[src/rtl/adder_seq_if.sv]
// adder_seq_if: operand/result handshake bundle for adder_seq_ctrl
interface adder_seq_if #(parameter int WIDTH = 16);
  logic in_valid;
  logic in_ready;
  logic [WIDTH-1:0] a;
  logic [WIDTH-1:0] b;
  logic op;
  logic out_valid;
  logic out_ready;
  logic [WIDTH-1:0] sum;
  logic flagN;
  logic flagZ;
  logic flagC;
  logic flagV;
  logic busy;
  modport master(output in_valid, a, b, op, out_ready,
                 input in_ready, out_valid, sum, flagN, flagZ, flagC, flagV, busy);
  modport slave(input in_valid, a, b, op, out_ready,
                output in_ready, out_valid, sum, flagN, flagZ, flagC, flagV, busy);
endinterface

[src/rtl/adder_seq_ctrl.sv]
// adder_seq_ctrl: nibble-serial add (and subtract when ADDSEQ_SUB_EN is defined) with N/Z/C/V flags
module adder_seq_ctrl #(
  parameter int WIDTH = 16
) (
  input logic clk,
  input logic rst,
  adder_seq_if.slave bus
);
  localparam int NIB = WIDTH / 4;
  localparam int IW = NIB > 1 ? $clog2(NIB) : 1;
  typedef enum logic [1:0] {IDLE, ADD, DONE} state_t;
  state_t state, state_nx;
  logic [WIDTH-1:0] a_r, b_r, sum_r, sum_nx;
  logic [IW-1:0] idx;
  logic carry, fn, fz, fc, fv, last, c3;
  logic [4:0] slice;
  assign last = idx == IW'(NIB - 1);
  assign slice = {1'b0, a_r[3:0]} + {1'b0, b_r[3:0]} + {4'b0, carry};
  assign c3 = a_r[3] ^ b_r[3] ^ slice[3];
  always_comb begin
    sum_nx = sum_r;
    for (int i = 0; i < NIB; i++)
      if (idx == IW'(i)) sum_nx[i*4 +: 4] = slice[3:0];
  end
  always_comb begin
    state_nx = state;
    case (state)
      IDLE: state_nx = bus.in_valid ? ADD : IDLE;
      ADD: state_nx = last ? DONE : ADD;
      DONE: state_nx = bus.out_ready ? IDLE : DONE;
      default: state_nx = IDLE;
    endcase
  end
  // operands shift right so the active nibble is always bits [3:0]
  always_ff @(posedge clk) begin
    if (rst) begin
      state <= IDLE;
      a_r <= '0;
      b_r <= '0;
      sum_r <= '0;
      idx <= '0;
      carry <= 1'b0;
      {fn, fz, fc, fv} <= '0;
    end else begin
      state <= state_nx;
      if (state == IDLE && bus.in_valid) begin
        a_r <= bus.a;
        idx <= '0;
`ifdef ADDSEQ_SUB_EN
        b_r <= bus.op ? ~bus.b : bus.b;
        carry <= bus.op;
`else
        b_r <= bus.b;
        carry <= 1'b0;
`endif
      end
      if (state == ADD) begin
        a_r <= a_r >> 4;
        b_r <= b_r >> 4;
        sum_r <= sum_nx;
        carry <= slice[4];
        idx <= idx + 1'b1;
        if (last) {fn, fz, fc, fv} <= {sum_nx[WIDTH-1], sum_nx == '0, slice[4], c3 ^ slice[4]};
      end
    end
  end
  assign bus.in_ready = state == IDLE;
  assign bus.out_valid = state == DONE;
  assign bus.busy = state != IDLE;
  assign bus.sum = sum_r;
  assign bus.flagN = fn;
  assign bus.flagZ = fz;
  assign bus.flagC = fc;
  assign bus.flagV = fv;
endmodule

[src/flat_wrapper.sv]
// flat-port wrapper written by rule: the top's interface ports become plain ports
module adder_seq_ctrl_flat 
#(
  parameter int WIDTH = 16
)
  (clk, rst, bus_in_valid, bus_a, bus_b, bus_op, bus_out_ready, bus_in_ready, bus_out_valid, bus_sum, bus_flagN, bus_flagZ, bus_flagC, bus_flagV, bus_busy);
  adder_seq_if #(.WIDTH(WIDTH)) bus_i ();
  input logic clk;
  input logic rst;
  input wire logic [$bits(bus_i.in_valid)-1:0] bus_in_valid;
  input wire logic [$bits(bus_i.a)-1:0] bus_a;
  input wire logic [$bits(bus_i.b)-1:0] bus_b;
  input wire logic [$bits(bus_i.op)-1:0] bus_op;
  input wire logic [$bits(bus_i.out_ready)-1:0] bus_out_ready;
  output wire logic [$bits(bus_i.in_ready)-1:0] bus_in_ready;
  output wire logic [$bits(bus_i.out_valid)-1:0] bus_out_valid;
  output wire logic [$bits(bus_i.sum)-1:0] bus_sum;
  output wire logic [$bits(bus_i.flagN)-1:0] bus_flagN;
  output wire logic [$bits(bus_i.flagZ)-1:0] bus_flagZ;
  output wire logic [$bits(bus_i.flagC)-1:0] bus_flagC;
  output wire logic [$bits(bus_i.flagV)-1:0] bus_flagV;
  output wire logic [$bits(bus_i.busy)-1:0] bus_busy;
  assign bus_i.in_valid = bus_in_valid;
  assign bus_i.a = bus_a;
  assign bus_i.b = bus_b;
  assign bus_i.op = bus_op;
  assign bus_i.out_ready = bus_out_ready;
  assign bus_in_ready = bus_i.in_ready;
  assign bus_out_valid = bus_i.out_valid;
  assign bus_sum = bus_i.sum;
  assign bus_flagN = bus_i.flagN;
  assign bus_flagZ = bus_i.flagZ;
  assign bus_flagC = bus_i.flagC;
  assign bus_flagV = bus_i.flagV;
  assign bus_busy = bus_i.busy;
  adder_seq_ctrl #(.WIDTH(WIDTH)) u_core (.clk(clk), .rst(rst), .bus(bus_i));
endmodule
[config.mk]
export PLATFORM = sky130hd
export DESIGN_NAME = adder_seq_ctrl_flat
export DESIGN_NICKNAME = d
export VERILOG_FILES = /design/src/rtl/adder_seq_if.sv /design/src/rtl/adder_seq_ctrl.sv /design/src/flat_wrapper.sv
export SDC_FILE = /design/constraint.sdc
export NUM_CORES = 1
export LEC_CHECK = 0
export BUFFER_PORTS_ARGS = -buffer_cell sky130_fd_sc_hd__buf_2
export CAP_MARGIN = 20
export CORE_UTILIZATION = 45
export CTS_BUF_LIST = sky130_fd_sc_hd__clkbuf_8 sky130_fd_sc_hd__clkbuf_16
export CTS_CLUSTER_SIZE = 10
export DETAILED_ROUTE_END_ITERATION = 10
export GPL_TIMING_DRIVEN = 0
export PLACE_DENSITY = 0.68
export RECOVER_POWER = 100
export SYNTH_ARGS = -nofsm -noshare
export SYNTH_HDL_FRONTEND = slang
export SYNTH_SLANG_ARGS = --single-unit
[constraint.sdc]
create_clock -name clk -period 3.47 [get_ports clk]
set_clock_uncertainty 0.05 [all_clocks]
set_input_delay 0.1735 -clock clk [delete_from_list [all_inputs] [get_ports clk]]
set_output_delay 0.1735 -clock clk [all_outputs]
set_load 0.02 [all_outputs]
==> flow_summary.toml, run 1 <==
[global_routing]
grt_pass1_vias = 2308
track_usage = 0.218
grt_antenna_before_repair = 0
grt_pass1_wl_um = 10500
overflow = 0
grt_start_max_net_pins = 11

[setup_path]
critPathKind = "reg2reg"
worstPathArrival_ns = 2.77
worstPathCellList = "inv_1 > fa_1 > inv_1 > fa_1 > xnor2_1 > o221ai_1 > a2111oi_0 > a31o_1"
critPathSlowestCell = "xnor2_1"
start_kind = "flop"
cp_slowest_stage_delay_ns = 0.46
endpoint_kind = "flop"
required_ns = 3.71
cp-startpoint = "u_core.carry"
critPathMaxFanout = 5
reg2reg_from = "u_core.carry"

[clock_tree]
cts_tree = "yes"
htreeDepth = 3
root_buffer = "clkbuf_8"
clock_sinks = 57
post-cts-setup-buffers = 0
cts_buffers = 9
clkTransAtPathRegs_ns = 0.06
clk_latency_ns = 0.34
cts-resized-gates = 0
cts-hold-fix-buffers = 4
clockBufferDepth = 2

[yosys]
synth_compound_area_frac = 0.230
synthMuxAreaShare = 0.0143
synth_xor_area_frac = 0.0147
synth.top_cells.by_area = "dfxtp_1, a311oi_2, nand2_1"
syn_inst = 322
seq_area_frac_synth = 0.407
syn_nets = 368
synth_warnings = 0
yosysUniqueCellTypes = 42
synth_top_area_frac = 0.407
avgSynthCellArea_um2 = 8.72
ys_seq_elements = 57
yosys.area_share.simple = 0.211
synth_top_family_by_area = "compound AO/OA/AOI/OAI gates"
synth_top_area_cell = "dfxtp_1"
syn-cell-area_um2 = 2810
synth_adder_area_share = 0.0455

[sta]
finalSetupViolCount = 0
tightest_slew_ns = 0.659
fin_crit_ns = 2.53
finalHoldViolations = 0
period_share = 0.729
maxSlewHeadroom = 0.560
drv_slew = 0
setup_tns_ns = 0
rsz0062_at_grt = "no"
fmax_mhz = 395

[detailed_routing]
dr.first_iter.drc_count = 107
vias = 2430
first_pass_iters = 4
drc = 0
drt_wl_total_um = 6740
antenna_left = 0
wl_per_cell_um = 14.2
vias_per_cell = 5.14

[cells_and_area]
multi_input_area_um2 = 1350
num-nets-final = 440
final_area_um2 = 3260
fillerInstances = 604
finalNonFillerCells = 473
post-route-util = 0.548
drive_gt1_frac = 0.191
syn_to_final_growth_pct = 16.3
seqCellArea_um2 = 1140
diodes = 0

[die]
die_x_um = 81.0
pin_count = 60
core-area_um2 = 5960
design.die.area_um2 = 6560
die_h_um = 81.0
row_count = 28
start_util = 0.471

[place]
hpwlAfterDp_um = 4810
gp_congestion = 0.795
dpl_cell_area_um2 = 3190
place_inst = 454
port-buffer-count = 57

[power_and_ir_drop]
vdd_drop_max_mv = 0.331
powerDensity_nw_per_um2 = 498
p_leak_nw = 1.31
power_w = 0.00163

[hold_path]
timing.hold.worst.class = "in2reg"
hp-start = "bus_b[15]"

[outcome]
run_status = "finished, final reports clean"

[job]
drv_cap = 0
[metal layers]
metal	wire (µm)	up-vias	GRT usage
met4	111	0	0.0821
li1	-	1252	-
met3	314	9	0.0753
met2	3200	62	0.367
met5	0	-	0
met1	3110	1107	0.252
[cells by family after synthesis]
kind of cell    Yosys count
simple gates            142
compound gates           71
flops                    57
buf+inv                  36
fa+ha+maj                 9
mux                       4
xor+xnor                  3
[cell usage after synthesis]
cell type	n
o21ai_1	1
xor2_1	1
o221ai_1	1
a311oi_1	9
xor2_2	1
xnor2_2	1
nand3_1	5
a211oi_1	4
nand2_1	81
clkbuf_1	6
and2_2	1
nor2_4	1
clkbuf_8	4
nor2_1	39
fa_1	2
buf_1	2
nor2b_1	2
inv_1	9
nand3b_1	1
nor3b_1	1
o21ai_0	1
dfxtp_1	57
a311oi_2	22
a21o_2	1
buf_2	8
o31ai_1	1
nor4_1	2
a31oi_1	1
buf_4	3
o22ai_1	1
a21oi_1	27
a31o_1	1
nor2b_2	1
nand2b_1	4
nor3_1	1
nand2_2	2
mux2i_1	4
a2111oi_2	1
and2_1	1
inv_2	1
buf_6	3
ha_1	7
[path summary, 6_finish.rpt]
check                                   endpoint  slack [ns]  depth (start not counted)
worst max-delay path            u_core.bus.flagZ        0.94                          8
worst min-delay path              u_core.b_r[15]        0.02                          3
worst max register to register  u_core.bus.flagZ        0.94                          8
worst min register to register    u_core.a_r[15]        0.41                          2
[final cells by class]
| type | count | share of cell area |
|---|---|---|
| Multi-Input combinational cell | 229 | 0.413 |
| Sequential cell | 57 | 0.350 |
| Timing Repair Buffer | 61 | 0.0913 |
| Clock buffer | 11 | 0.0464 |
| Buffer | 26 | 0.0460 |
| Tap cell | 75 | 0.0288 |
| Clock inverter | 4 | 0.0134 |
| Inverter | 10 | 0.0115 |
[registers in the layout, indices dropped and copies added (netlist names)]
register,cells
u_core.bus.flagZ,1
u_core.bus.sum,16
u_core.bus.flagV,1
u_core.idx,2
u_core.carry,1
u_core.b_r,16
u_core.bus.flagN,1
u_core.bus.flagC,1
u_core.state,2
u_core.a_r,16
[cell usage in the layout (no fill, tap or decap), types with 7 or more instances in the layout]
cell type and n:
inv_1 10, a311oi_1 19, clkbuf_1 35, nand2_1 83, clkbuf_8 15, buf_2 42, a21oi_1 27, a311oi_2 12
ha_1 7, nor2_1 40, dfxtp_1 57
[per-stage QoR]
| step | setup slack, ns | hold WS, ns |
|---|---|---|
| after global routing | 0.706 | 0.00588 |
| after floorplan | 1.33 | 0.259 |
| final | 0.940 | 0.0191 |
| after detailed placement | 1.12 | 0.369 |
| after global placement | 1.14 | 0.365 |
| after CTS | 1.09 | 0.00329 |
[report_power, final]
group / total [W] / internal [W] / leakage (nW) / switching (W)
registers: 0.000723 / 0.000697 / 0.466 / 0.0000268
clock network: 0.000619 / 0.000361 / 0.106 / 0.000258
logic: 0.000282 / 0.000109 / 0.736 / 0.000174
total: 0.00163 / 0.00117 / 1.31 / 0.000459
[critical path, delay by kind of cell, from the launching register on]
family                     cells  cell delay [ns]
AOI/OAI and AO/OA              3             0.84
adders and majority gates      2             0.66
xor gates and xnor gates       1             0.46
DFF                            1             0.31
buffers and inverters          2             0.14
(Power assumes the default switching activity.)
==> run 2, diff against run 1 <==
--- a/config.mk
+++ b/config.mk
@@ -5,6 +5,7 @@
 export SDC_FILE = /design/constraint.sdc
 export NUM_CORES = 1
 export LEC_CHECK = 0
+export ABC_AREA = 1
 export BUFFER_PORTS_ARGS = -buffer_cell sky130_fd_sc_hd__buf_2
 export CAP_MARGIN = 20
 export CORE_UTILIZATION = 45
@@ -12,7 +13,7 @@
 export CTS_CLUSTER_SIZE = 10
 export DETAILED_ROUTE_END_ITERATION = 10
 export GPL_TIMING_DRIVEN = 0
-export PLACE_DENSITY = 0.68
+export PLACE_DENSITY = 0.71
 export RECOVER_POWER = 100
 export SYNTH_ARGS = -nofsm -noshare
 export SYNTH_HDL_FRONTEND = slang
==> constraint.sdc (replaced) <==
create_clock -name clk -period 2.15 [get_ports clk]
set_clock_uncertainty 0.05 [all_clocks]
set_input_delay 0.1075 -clock clk [delete_from_list [all_inputs] [get_ports clk]]
set_output_delay 0.1075 -clock clk [all_outputs]
set_load 0.02 [all_outputs]
==> flow_summary.toml, run 2 <==
[outcome]
run_status = "complete, but fails checks"
violations = "hold timing, setup timing"

[place]
dp_slack_ns = -0.220
port-buffer-count = 57
hpwlAfterDp_um = 4840
gp_congestion = 0.834
dpl_cell_area_um2 = 3020

[sta]
finalHoldViolations = 2
fin_crit_ns = 2.26
finalSetupViolCount = 1
fmax_mhz = 443
worst_slack_ns = -0.107
rsz0062_at_grt = "yes"
drv_slew = 0
period_share = 1.05
hold_ws_ns = -0.0120
maxSlewHeadroom = 0.679
tightest_slew_ns = 0.482

[power_and_ir_drop]
p_sw_frac = 0.289
powerDensity_nw_per_um2 = 821
vdd_drop_max_mv = 0.412
power_w = 0.00275
switching_power_w = 0.000795
comb_power_share = 0.189
p_clk_frac = 0.376
seqPwrFrac = 0.435
p_int_w = 0.00195
p_leak_nw = 1.48

[die]
design.die.area_um2 = 6190
core-area_um2 = 5570
start_util = 0.475
die_h_um = 78.7
row_count = 27
die_x_um = 78.7
pin_count = 60

[cells_and_area]
final_common_cell = "nand2_1"
num-nets-final = 494
syn_to_final_growth_pct = 26.5
drive_gt1_frac = 0.174
post-route-util = 0.601
diodes = 0
layout_common_cells = "nand2_1, dfxtp_1, buf_2"
final_area_um2 = 3350

[setup_path]
required_ns = 2.37
worstPathArrival_ns = 2.47
cp-startpoint = "u_core.carry"
start_kind = "flop"
critPathKind = "reg2reg"
rr_worst_depth = 13
cp-endpoint = "u_core.bus.flagZ"
endpoint_kind = "flop"
reg2reg_to = "u_core.bus.flagZ"
reg2reg_from = "u_core.carry"
critPathMaxFanout = 5
r2r_slack_ns = -0.11

[detailed_routing]
wl_per_cell_um = 13.0
vias = 2657
drc = 0
dr.first_iter.drc_count = 177
vias_per_cell = 5.06
drt_wl_total_um = 6840
first_pass_iters = 4
antenna_left = 0

[clock_tree]
root_buffer = "clkbuf_8"
htreeDepth = 3
clk_latency_ns = 0.33
clock_sinks = 57
cts_buffers = 9
clockBufferDepth = 2
clkTransAtPathRegs_ns = 0.06
cts_tree = "yes"

[global_routing]
track_usage = 0.238
overflow = 0
grt_pass1_vias = 2466
grt_pass1_wl_um = 11300
grt_antenna_before_repair = 0
grt_start_max_net_pins = 11

[job]
drv_cap = 0

[yosys]
synth_top_area_frac = 0.431
synth.most_common_cell = "nand2_1"
synth_ff_type = "dfxtp_1"
synth_warnings = 0
avgSynthCellArea_um2 = 7.29
seq_area_frac_synth = 0.431
synthArstFlopShare = 0
synth.top_cells.by_area = "dfxtp_1, nand2_1, o21ai_0"
syn_inst = 363
yosysUniqueCellTypes = 24
syn_nets = 409
synth_common_cells = "nand2_1, dfxtp_1, inv_1, o21ai_0, a31oi_1"
synth_edf_count = 0
synth_top_area_cell = "dfxtp_1"
syn-cell-area_um2 = 2650
ys_seq_elements = 57

[hold_path]
timing.hold.worst.class = "in2reg"
run 2: layer usage:
layer  global-route usage  vias up  routed length [µm]
met2                0.374       77                3100
met3               0.0368       13                 440
met4                0.107        0                 133
li1                     -     1371                   -
met1                0.320     1196                3160
met5                    0        -                   0
run 2: power by group through the flow:
| stage | Combinational, W | Clock (W) | Sequential, W |
|---|---|---|---|
| after floorplan | 0.000327 | 0 | 0.00122 |
| after global placement | 0.000484 | 0 | 0.00121 |
| after detailed placement | 0.000492 | 0 | 0.00122 |
| after CTS | 0.000523 | 0.00104 | 0.00119 |
| after global routing | 0.000585 | 0.00110 | 0.00120 |
| final | 0.000519 | 0.00103 | 0.00119 |
run 2: kinds of logic (layout without fill, tap and decap cells):
group                      after synthesis  in the layout  share of synthesized area
buffers and inverters                   60            150                     0.0983
adders and majority gates                9              9                     0.0482
DFF                                     57             57                      0.431
and+or+nand+nor                        132            132                      0.206
AOI/OAI and AO/OA                      105            105                      0.217
run 2: critical path, cell delays in order (launching register included):
cell and delay, ns:
dfxtp_2 0.32, inv_2 0.04, fa_2 0.37, inv_2 0.07, fa_2 0.52, nand2_2 0.12, o21ai_2 0.07, nor2_2 0.12
nand2_1 0.06, nor2_1 0.09, nand2_1 0.06, nor2_1 0.10, nand2_1 0.09, a21oi_2 0.12
run 2: worst min-delay path by stage:
stage / from / endpoint / slack [ns] / cells past startpoint
after floorplan: bus_b[7] / u_core.b_r[7] / 0.22 / 2
after global placement: bus_out_ready / u_core.state[1] / 0.31 / 4
after detailed placement: bus_out_ready / u_core.state[1] / 0.32 / 4
after CTS: bus_a[0] / u_core.a_r[0] / 0.00004 / 3
after global routing: bus_a[9] / u_core.a_r[9] / 0.006 / 3
final: bus_a[0] / u_core.a_r[0] / -0.01 / 3
run 2: timing repair:
item,in CTS,in global routing
buffers inserted,1,1
pin swaps,5,12
hold buffers,14,1
endpoints found under the hold margin,14,1
endpoints found under the setup margin,1,1
resized for setup,10,9
run 2: metrics by stage:
step | std cells | TNS [ns] | hold slack (ns)
after floorplan | 363 | 0 | 0.218
after global placement | 492 | -0.173 | 0.310
after detailed placement | 492 | -0.220 | 0.322
after CTS | 523 | -0.109 | 0.0000356
after global routing | 525 | -0.171 | 0.00616
final | 525 | -0.107 | -0.0120
run 2: cell type report:
class,instances,area (µm²)
multi-input combinational,246,1240
tap,72,90.1
buffer,17,78.8
timing repair buffer,74,423
clock buffer,12,165
inverter,43,161
clock inverter,4,42.5
sequential,57,1140
fill,566,2220
